### config.mk
export PLATFORM = sky130hd
export DESIGN_NAME = simon_playback
export DESIGN_NICKNAME = d
export VERILOG_FILES = /design/src/rtl/simon_pkg.sv /design/src/rtl/cycle_timer.sv /design/src/rtl/simon_playback.sv
export SDC_FILE = /design/constraint.sdc
export NUM_CORES = 1
export LEC_CHECK = 0
export ABC_CLOCK_PERIOD_IN_PS = 4000
export CAP_MARGIN = 15
export CORE_ASPECT_RATIO = 0.75
export CORE_MARGIN = 1
export CORE_UTILIZATION = 40
export DETAILED_ROUTE_END_ITERATION = 8
export PLACE_DENSITY_LB_ADDON = 0.08
export SYNTH_ARGS = -nofsm -noshare
export SYNTH_HDL_FRONTEND = slang
export SYNTH_SLANG_ARGS = --single-unit
### constraint.sdc
create_clock -name clk -period 4 [get_ports clk]
set_input_delay 0.8 -clock clk [delete_from_list [all_inputs] [get_ports clk]]
set_output_delay 0.8 -clock clk [all_outputs]
set_load 0.005 [all_outputs]
### src/rtl/simon_pkg.sv
// Shared types and sizing for the Simon Says playback engine.
package simon_pkg;

    localparam int unsigned DATA_W  = 6;
    localparam int unsigned ADDR_W  = 5;
    localparam int unsigned MAX_LEN = 32;

    typedef enum logic [2:0] {
        IDLE,
        READ,
        WAIT,
        SHOW,
        GAP,
        DONE
    } play_state_t;

endpackage

### src/rtl/cycle_timer.sv
// Loadable down-counter; expired is high once the count has reached zero.
module cycle_timer #(
    parameter int unsigned WIDTH = 8
) (
    input  logic             clk,
    input  logic             reset,
    input  logic             load,
    input  logic [WIDTH-1:0] value,
    output logic             expired
);

    logic [WIDTH-1:0] count_q;

    always_ff @(posedge clk) begin
        if (reset) begin
            count_q <= '0;
        end else if (load) begin
            count_q <= value;
        end else if (count_q != '0) begin
            count_q <= count_q - WIDTH'(1);
        end
    end

    assign expired = (count_q == '0);

endmodule

### src/rtl/simon_playback.sv
// Plays back stored Simon patterns: read each entry, show it, blank, then pulse done.
module simon_playback #(
    parameter int unsigned DATA_W      = 6,
    parameter int unsigned ADDR_W      = 5,
    parameter int unsigned MEM_LATENCY = 1,
    parameter int unsigned ON_CYCLES   = 12500000,
    parameter int unsigned OFF_CYCLES  = 6250000
) (
    input  logic              clk,
    input  logic              reset,
    input  logic              start,
    input  logic              abort,
    input  logic [ADDR_W:0]   seq_len,
    output logic [ADDR_W-1:0] r_ptr,
    output logic              r_en,
    input  logic [DATA_W-1:0] data_Out,
    output logic [DATA_W-1:0] led_out,
    output logic              busy,
    output logic              done
);

    import simon_pkg::*;

    localparam int unsigned OnOffMax = (ON_CYCLES > OFF_CYCLES) ? ON_CYCLES : OFF_CYCLES;
    localparam int unsigned TmrMax   = (OnOffMax > MEM_LATENCY) ? OnOffMax : MEM_LATENCY;
    localparam int unsigned TmrW     = $clog2(TmrMax + 1);

    // Timer loads count-1 so that it reports expired on the last cycle of the state.
    localparam logic [TmrW-1:0] WaitLoad = TmrW'(MEM_LATENCY - 1);
    localparam logic [TmrW-1:0] OnLoad   = TmrW'(ON_CYCLES - 1);
    localparam logic [TmrW-1:0] OffLoad  = TmrW'(OFF_CYCLES - 1);
    localparam logic [ADDR_W:0] LenMax   = (ADDR_W + 1)'(MAX_LEN);

    play_state_t       state_q, state_d;
    logic [ADDR_W-1:0] idx_q, idx_d;
    logic [ADDR_W:0]   len_q, len_d;
    logic [ADDR_W:0]   len_clamped;
    logic [DATA_W-1:0] led_d;
    logic [ADDR_W-1:0] r_ptr_d;
    logic              r_en_d, done_d, busy_d;
    logic              tmr_load, tmr_expired;
    logic [TmrW-1:0]   tmr_value;

    cycle_timer #(
        .WIDTH(TmrW)
    ) u_timer (
        .clk    (clk),
        .reset  (reset),
        .load   (tmr_load),
        .value  (tmr_value),
        .expired(tmr_expired)
    );

    assign len_clamped = (seq_len > LenMax) ? LenMax : seq_len;

    always_comb begin
        state_d   = state_q;
        idx_d     = idx_q;
        len_d     = len_q;
        led_d     = led_out;
        r_ptr_d   = r_ptr;
        r_en_d    = 1'b0;
        done_d    = 1'b0;
        tmr_load  = 1'b0;
        tmr_value = '0;

        unique case (state_q)
            IDLE: begin
                if (start && !abort) begin
                    len_d = len_clamped;
                    if (len_clamped == '0) begin
                        state_d = DONE;
                        done_d  = 1'b1;
                    end else begin
                        idx_d   = '0;
                        r_ptr_d = '0;
                        r_en_d  = 1'b1;
                        state_d = READ;
                    end
                end
            end
            READ: begin
                state_d   = WAIT;
                tmr_load  = 1'b1;
                tmr_value = WaitLoad;
            end
            WAIT: begin
                // The LED register doubles as the captured pattern for the SHOW phase.
                if (tmr_expired) begin
                    led_d     = data_Out;
                    state_d   = SHOW;
                    tmr_load  = 1'b1;
                    tmr_value = OnLoad;
                end
            end
            SHOW: begin
                if (tmr_expired) begin
                    led_d     = '0;
                    state_d   = GAP;
                    tmr_load  = 1'b1;
                    tmr_value = OffLoad;
                end
            end
            GAP: begin
                if (tmr_expired) begin
                    if (({1'b0, idx_q} + (ADDR_W + 1)'(1)) == len_q) begin
                        state_d = DONE;
                        done_d  = 1'b1;
                    end else begin
                        idx_d   = idx_q + ADDR_W'(1);
                        r_ptr_d = idx_q + ADDR_W'(1);
                        r_en_d  = 1'b1;
                        state_d = READ;
                    end
                end
            end
            DONE: begin
                state_d = IDLE;
            end
            default: begin
                state_d = IDLE;
            end
        endcase

        if (abort && (state_q != IDLE)) begin
            state_d = IDLE;
            led_d   = '0;
            r_en_d  = 1'b0;
            done_d  = 1'b0;
        end

        busy_d = (state_d != IDLE);
    end

    always_ff @(posedge clk) begin
        if (reset) begin
            state_q <= IDLE;
            idx_q   <= '0;
            len_q   <= '0;
            r_ptr   <= '0;
            r_en    <= 1'b0;
            led_out <= '0;
            busy    <= 1'b0;
            done    <= 1'b0;
        end else begin
            state_q <= state_d;
            idx_q   <= idx_d;
            len_q   <= len_d;
            r_ptr   <= r_ptr_d;
            r_en    <= r_en_d;
            led_out <= led_d;
            busy    <= busy_d;
            done    <= done_d;
        end
    end

endmodule

# Word-level counts from Yosys, hierarchy flattened

Index checks and enable logic that the tools add are counted.

$add $sub $neg: 3
Order comparisons: 1
Equal/unequal tests: 11
Multiplexer cells: 34
Reductions and logical operators: 17

Operators with widths:

| kind                                                                 | count |
|---|---|
| 24-bit two-way mux                                                   | 3 |
| 24-bit one-hot mux with 2 select lines                               | 1 |
| 24-bit logical NOT                                                   | 1 |
| 24-bit nonzero test                                                  | 1 |
| 24-bit by 1-bit subtractor with 24-bit output, second input constant | 1 |
| 23-bit two-way mux                                                   | 1 |
| 3-bit two-way mux                                                    | 7 |
| 5-bit two-way mux                                                    | 4 |
| 6-bit two-way mux                                                    | 3 |
| 3-bit one-hot mux with 5 select lines                                | 1 |
| 2-bit inequality test, second input constant                         | 6 |
| 6-bit one-hot mux with 2 select lines                                | 1 |
| 5-bit one-hot mux with 2 select lines                                | 1 |
| 1-bit two-way mux                                                    | 9 |
| 5-bit by 1-bit adder with 6-bit output, second input constant        | 1 |
| 3-bit by 2-bit == test with 1-bit output, second input constant      | 2 |
| 6-bit == test                                                        | 1 |
| 6-bit greater-than comparator, second input constant                 | 1 |
| 6-bit logical NOT                                                    | 1 |
| 1-bit one-hot mux with 2 select lines                                | 3 |
| 2-bit nonzero test                                                   | 3 |
| 3-bit nonzero test                                                   | 2 |
| 5-bit by 1-bit adder with 5-bit output, second input constant        | 1 |
| 5-bit AND reduction                                                  | 1 |
| other kinds (8)                                                      | 10 |

Flip-flop bits (word level): 47
Input bits: 16
Output and inout bits: 14

# Depth between registers and ports, before layout

Depth in word-level cells: 8
Depth in mapped cells: 9

# By module

Synthesis repeated with hierarchy kept, for this count alone.

Cells, all modules: 310
Area, all modules: 2517.4 µm²

Modules (own cells, without submodules):

| module         | times used | cells each | area an instance (µm²) |
|---|---|---|---|
| cycle_timer    | 1          | 161        | 1310.0 |
| simon_playback | 1          | 149        | 1207.4 |

# Worst setup path after synthesis

OpenSTA, ideal clock, no wires.

Path kind: reg2reg
From: register u_timer.count_q[16]
To: register done
Library setup time: 0.088 ns
Data arrival time: 2.363 ns
Data required time: 3.912 ns
Path slack: 1.549 ns
Cell stages (with the launch flop): 9
Path buffers: 2
Cells stage by stage: dfxtp_1 -> or4_4 -> or3_4 -> or4_4 -> buf_6 -> buf_6 -> nor3_1 -> a21oi_1 -> nor4_2

Longest elaborated chain between the ends: 3

Ends and longest elaborated chain:

| what                                  | line                  | text |
|---|---|---|
| start, declared                       | cycle_timer.sv:12     | `logic [WIDTH-1:0] count_q;` |
| start signal, assigned                | cycle_timer.sv:18     | `count_q <= value;` |
| start signal, assigned                | cycle_timer.sv:20     | `count_q <= count_q - WIDTH'(1);` |
| 24-bit logical NOT                    | cycle_timer.sv:24     | `assign expired = (count_q == '0);` |
| 1-bit two-way mux                     | simon_playback.sv:105 | `if (tmr_expired) begin` |
| 1-bit one-hot mux with 2 select lines | simon_playback.sv:67  | `unique case (state_q)` |
| end signal, assigned                  | simon_playback.sv:153 | `done <= done_d;` |
| end, declared                         | simon_playback.sv:19  | `output logic done` |

No other way between the ends.
A chain may end at the register's enable or synchronous reset.

# Final worst setup path

From: register u_timer.count_q[16]
To: register u_timer.count_q[23]

Longest elaborated chain between the ends: 4
Elaborated cells on any way between the ends: 10
Classes of those cells: add/sub: 1; mux: 6; reduce/logical: 3

Ends and longest elaborated chain:

| what |
|---|
| parallel branches: the longest is 4 deep, another holds 24-bit by 1-bit subtractor with 24-bit output |

Parallel ways; which one is timed is not known. The select of a mux whose other input is x is not followed.

==> metrics.md <==
| Metric | Value |
|---|---|
| CP Capture Type | register |
| I/O Pins | 30 |
| Clock transition at path regs | 90 ps |
| Post-CTS setup buffers | 0 |
| Die ar. | 6530 um2 |
| Final Setup Violations | 0 |
| Post-synth EDFFs | 0 |
| Core ar. | 5890 um2 |
| Gpl congestion | 0.828 |
| Fin. max-slew vios | 0 |
| Initial Utilization | 42.2% |
| Net count, final | 336 |
| Initial drt markers | 166 |
| Critical path arrival | 2940 ps |
| Status | complete, no violations |
| Max_slew headroom | 52.2% |
| # clock sinks | 47 |
| Setup TNS | 0 ps |
| Die H | 70.2 um |
| RSZ-0062 raised after global routing | false |
| Worst EP required | 4170 ps |
| Mapped Cells | 294 |
| Max Cap Viol | 0 |
| H-tree lvl count | 2 |
| Yosys warns | 0 |
| N_diodes | 0 |
| Initial antenna violation count | 0 |
| Most used DFF post-synth | dfxtp_1 |
| Clk_lat worst skew | 300 ps |
| Final Hold Fails | 0 |
| Gates resized, CTS repair | 0 |
| Post-Route WL | 5690 um |
| Sequential element share of the synthesized area | 37.9% |
| Crit Path Class | register to register |
| Area contributors post-synth | dfxtp_1, a21oi_1, nand3b_1, nand2_1, xnor2_1 |
| Post-Syn Area | 2480 um2 |
| Busiest grt layer | met1 |
| Worst hold-check path type | register to register |
| #FFs+latches synth | 47 |
| Synth area leader | dfxtp_1 |
| LEAKAGE | 1.02 nW |
| Hold buffers post-CTS | 0 |
| Reg2Reg Setup Slack | 1230 ps |
| FP Rows | 24 |
| HPWL after DPL | 4070 um |
| PD cells | 579 nW/um2 |
| Layout cells sized above 1 | 8.83% |
| Yosys top cell area share | 37.9% |
| Final Cycle Share | 69.1% |
| Largest net degree at the start of global routing | 25 |
| Routed length per instance | 14.4 um |
| Worst setup margin | 1230 ps |
| Clock buffer depth | 2 |
| Crit path launch type | register |
| Buffers on Ports | 29 |
| Setup slack at placement | 1260 ps |
| Syn avg cell area | 8.45 um2 |
| Die width | 93.0 um |
| Post-synthesis async set-or-reset flop share | 0% |
| M1 GR Usage | 28.7% |
| Final core utilization | 49.6% |
| Post-Syn Nets | 313 |
| Worst r2r path cells | 5 |
| CTS root buf | clkbuf_8 |
| Post-Place Cells | 388 |
| Layout area overhead | 17.6% |
| Tmin final | 2770 ps |
| Global-route wire length before repair | 9540 um |
| Vias in the first global route | 1947 |
| Worst Hold Depth | 2 |
| Measured slew at the worst slew-check pin | 715 ps |
| Peak VDD IR | 0.000224 V |
| Yosys cell types | 58 |
| FMAX | 0.362 GHz |
| Crit path max fanout | 24 |
| DR pass1 iterations | 4 |
| Remaining global-route overflow | 0 |
| CTS tree | done |
| Power Total | 0.00169 W |
| ANT nets after route | 0 |
| Number of vias per cell | 5.52 |
| Layout Skew | 10.9 ps |
| M2 GR Usage | 25.6% |
| Final Instance Count excl. Fillers | 395 |
| GRT Util Overall | 18.4% |
| Grt met3 use | 3.81% |
| DR vias | 2180 |
| CTS Buf Count | 5 |
| DRC | 0 |
## through the flow
step / hold WS, ps / area, um2
after floorplan: 443 / 2480
after global placement: 439 / 2820
after detailed placement: 446 / 2820
after CTS: 458 / 2920
after global routing: 475 / 2920
final: 452 / 2920
## worst paths after layout
path	from	to
setup / recovery	u_timer.count_q[16]$_SDFFE_PP0P_	u_timer.count_q[23]$_SDFFE_PP0P_
hold / removal	led_out[2]$_SDFFE_PP0P_	led_out[2]$_SDFFE_PP0P_
setup reg to reg	u_timer.count_q[16]$_SDFFE_PP0P_	u_timer.count_q[23]$_SDFFE_PP0P_
hold reg to reg	led_out[2]$_SDFFE_PP0P_	led_out[2]$_SDFFE_PP0P_
## placed cells by master (no fill, tap or decap), types with 2 or more instances in the layout
cell             netlist  layout
nand4_1                2       2
nor3_1                12      12
a31oi_1                3       3
or2_2                  3       3
or4_4                  2       2
nand2_1               31      31
o211ai_1               2       2
nor2_4                 2       2
nand3b_1              16      16
inv_1                  2       2
or3_1                  3       3
a2111oi_0              3       3
or3b_2                 2       2
clkdlybuf4s50_1        0      29
clkbuf_8               0       5
o21ai_0                5       5
a211oi_1               3       3
nand3_1                6       6
nor2_1                25      25
o41ai_1                2       2
a21oi_1               34      34
xor2_1                 7       7
or4_1                  2       2
dfxtp_1               47      47
nor4_1                 7       7
ha_1                   3       3
a31o_2                 2       2
xnor2_1               13      13
buf_4                  0       3
a21o_1                 6       6
nand2b_1               6       6
## kinds of logic (layout without fill, tap and decap cells)
| logic type | count (synthesis) | in the layout | synth area share [%] |
|---|---|---|---|
| xor gates and xnor gates | 20 | 20 | 7.05 |
| muxes | 2 | 2 | 0.856 |
| DFF | 47 | 47 | 37.9 |
| and+or+nand+nor | 130 | 130 | 29.8 |
| AOI/OAI and AO/OA | 74 | 74 | 19.5 |
| buffers and inverters | 18 | 41 | 3.38 |
| adders and majority gates | 3 | 3 | 1.51 |
## synthesized netlist by cell type, drive strengths merged (2+ instances only)
cell,instances
a2111oi,4
a211oi,3
a21o,6
a21oi,34
a31o,2
a31oi,3
buf,3
clkbuf,13
dfxtp,47
ha,3
inv,2
nand2,31
nand2b,6
nand3,6
nand3b,16
nand4,2
nor2,27
nor3,13
nor4,9
o211ai,2
o21ai,6
o41ai,2
or2,3
or3,4
or3b,2
or4,4
xnor2,13
xor2,7
## final cells by class
cell class / instances / area [um2]
clock buffer: 6 / 72.6
clock inverter: 1 / 30.0
timing repair buffer: 32 / 313
sequential: 47 / 941
inverter: 2 / 7.51
fill: 600 / 2970
tap: 78 / 97.6
multi-input combinational: 229 / 1460
## where the power goes
part / switching, W / leakage (nW) / internal (W)
logic: 0.000407 / 0.584 / 0.000307
registers: 0.0000851 / 0.383 / 0.000554
clock network: 0.000154 / 0.0513 / 0.000183
## critical path, stage by stage, from the launching register on
cell	delay, ps
dfxtp_1	360
or4_4	580
or3_4	380
or4_4	680
a21oi_1	490
o31ai_1	130
## metal layers
| metal | up-vias | part of all wire [%] |
|---|---|---|
| met2 | 54 | 41 |
| met1 | 1007 | 54 |
| met4 | 0 | 0.72 |
| met3 | 5 | 4.6 |
| met5 | - | 0 |
| li1 | 1114 | - |
## state kept, by name, summed over array words and instances, names as in the netlist
signal / flops
busy: 1
done: 1
idx_q: 5
led_out: 6
len_q: 6
r_en: 1
state_q: 3
u_timer.count_q: 24
Note: power is estimated with default switching activity, not from simulation.
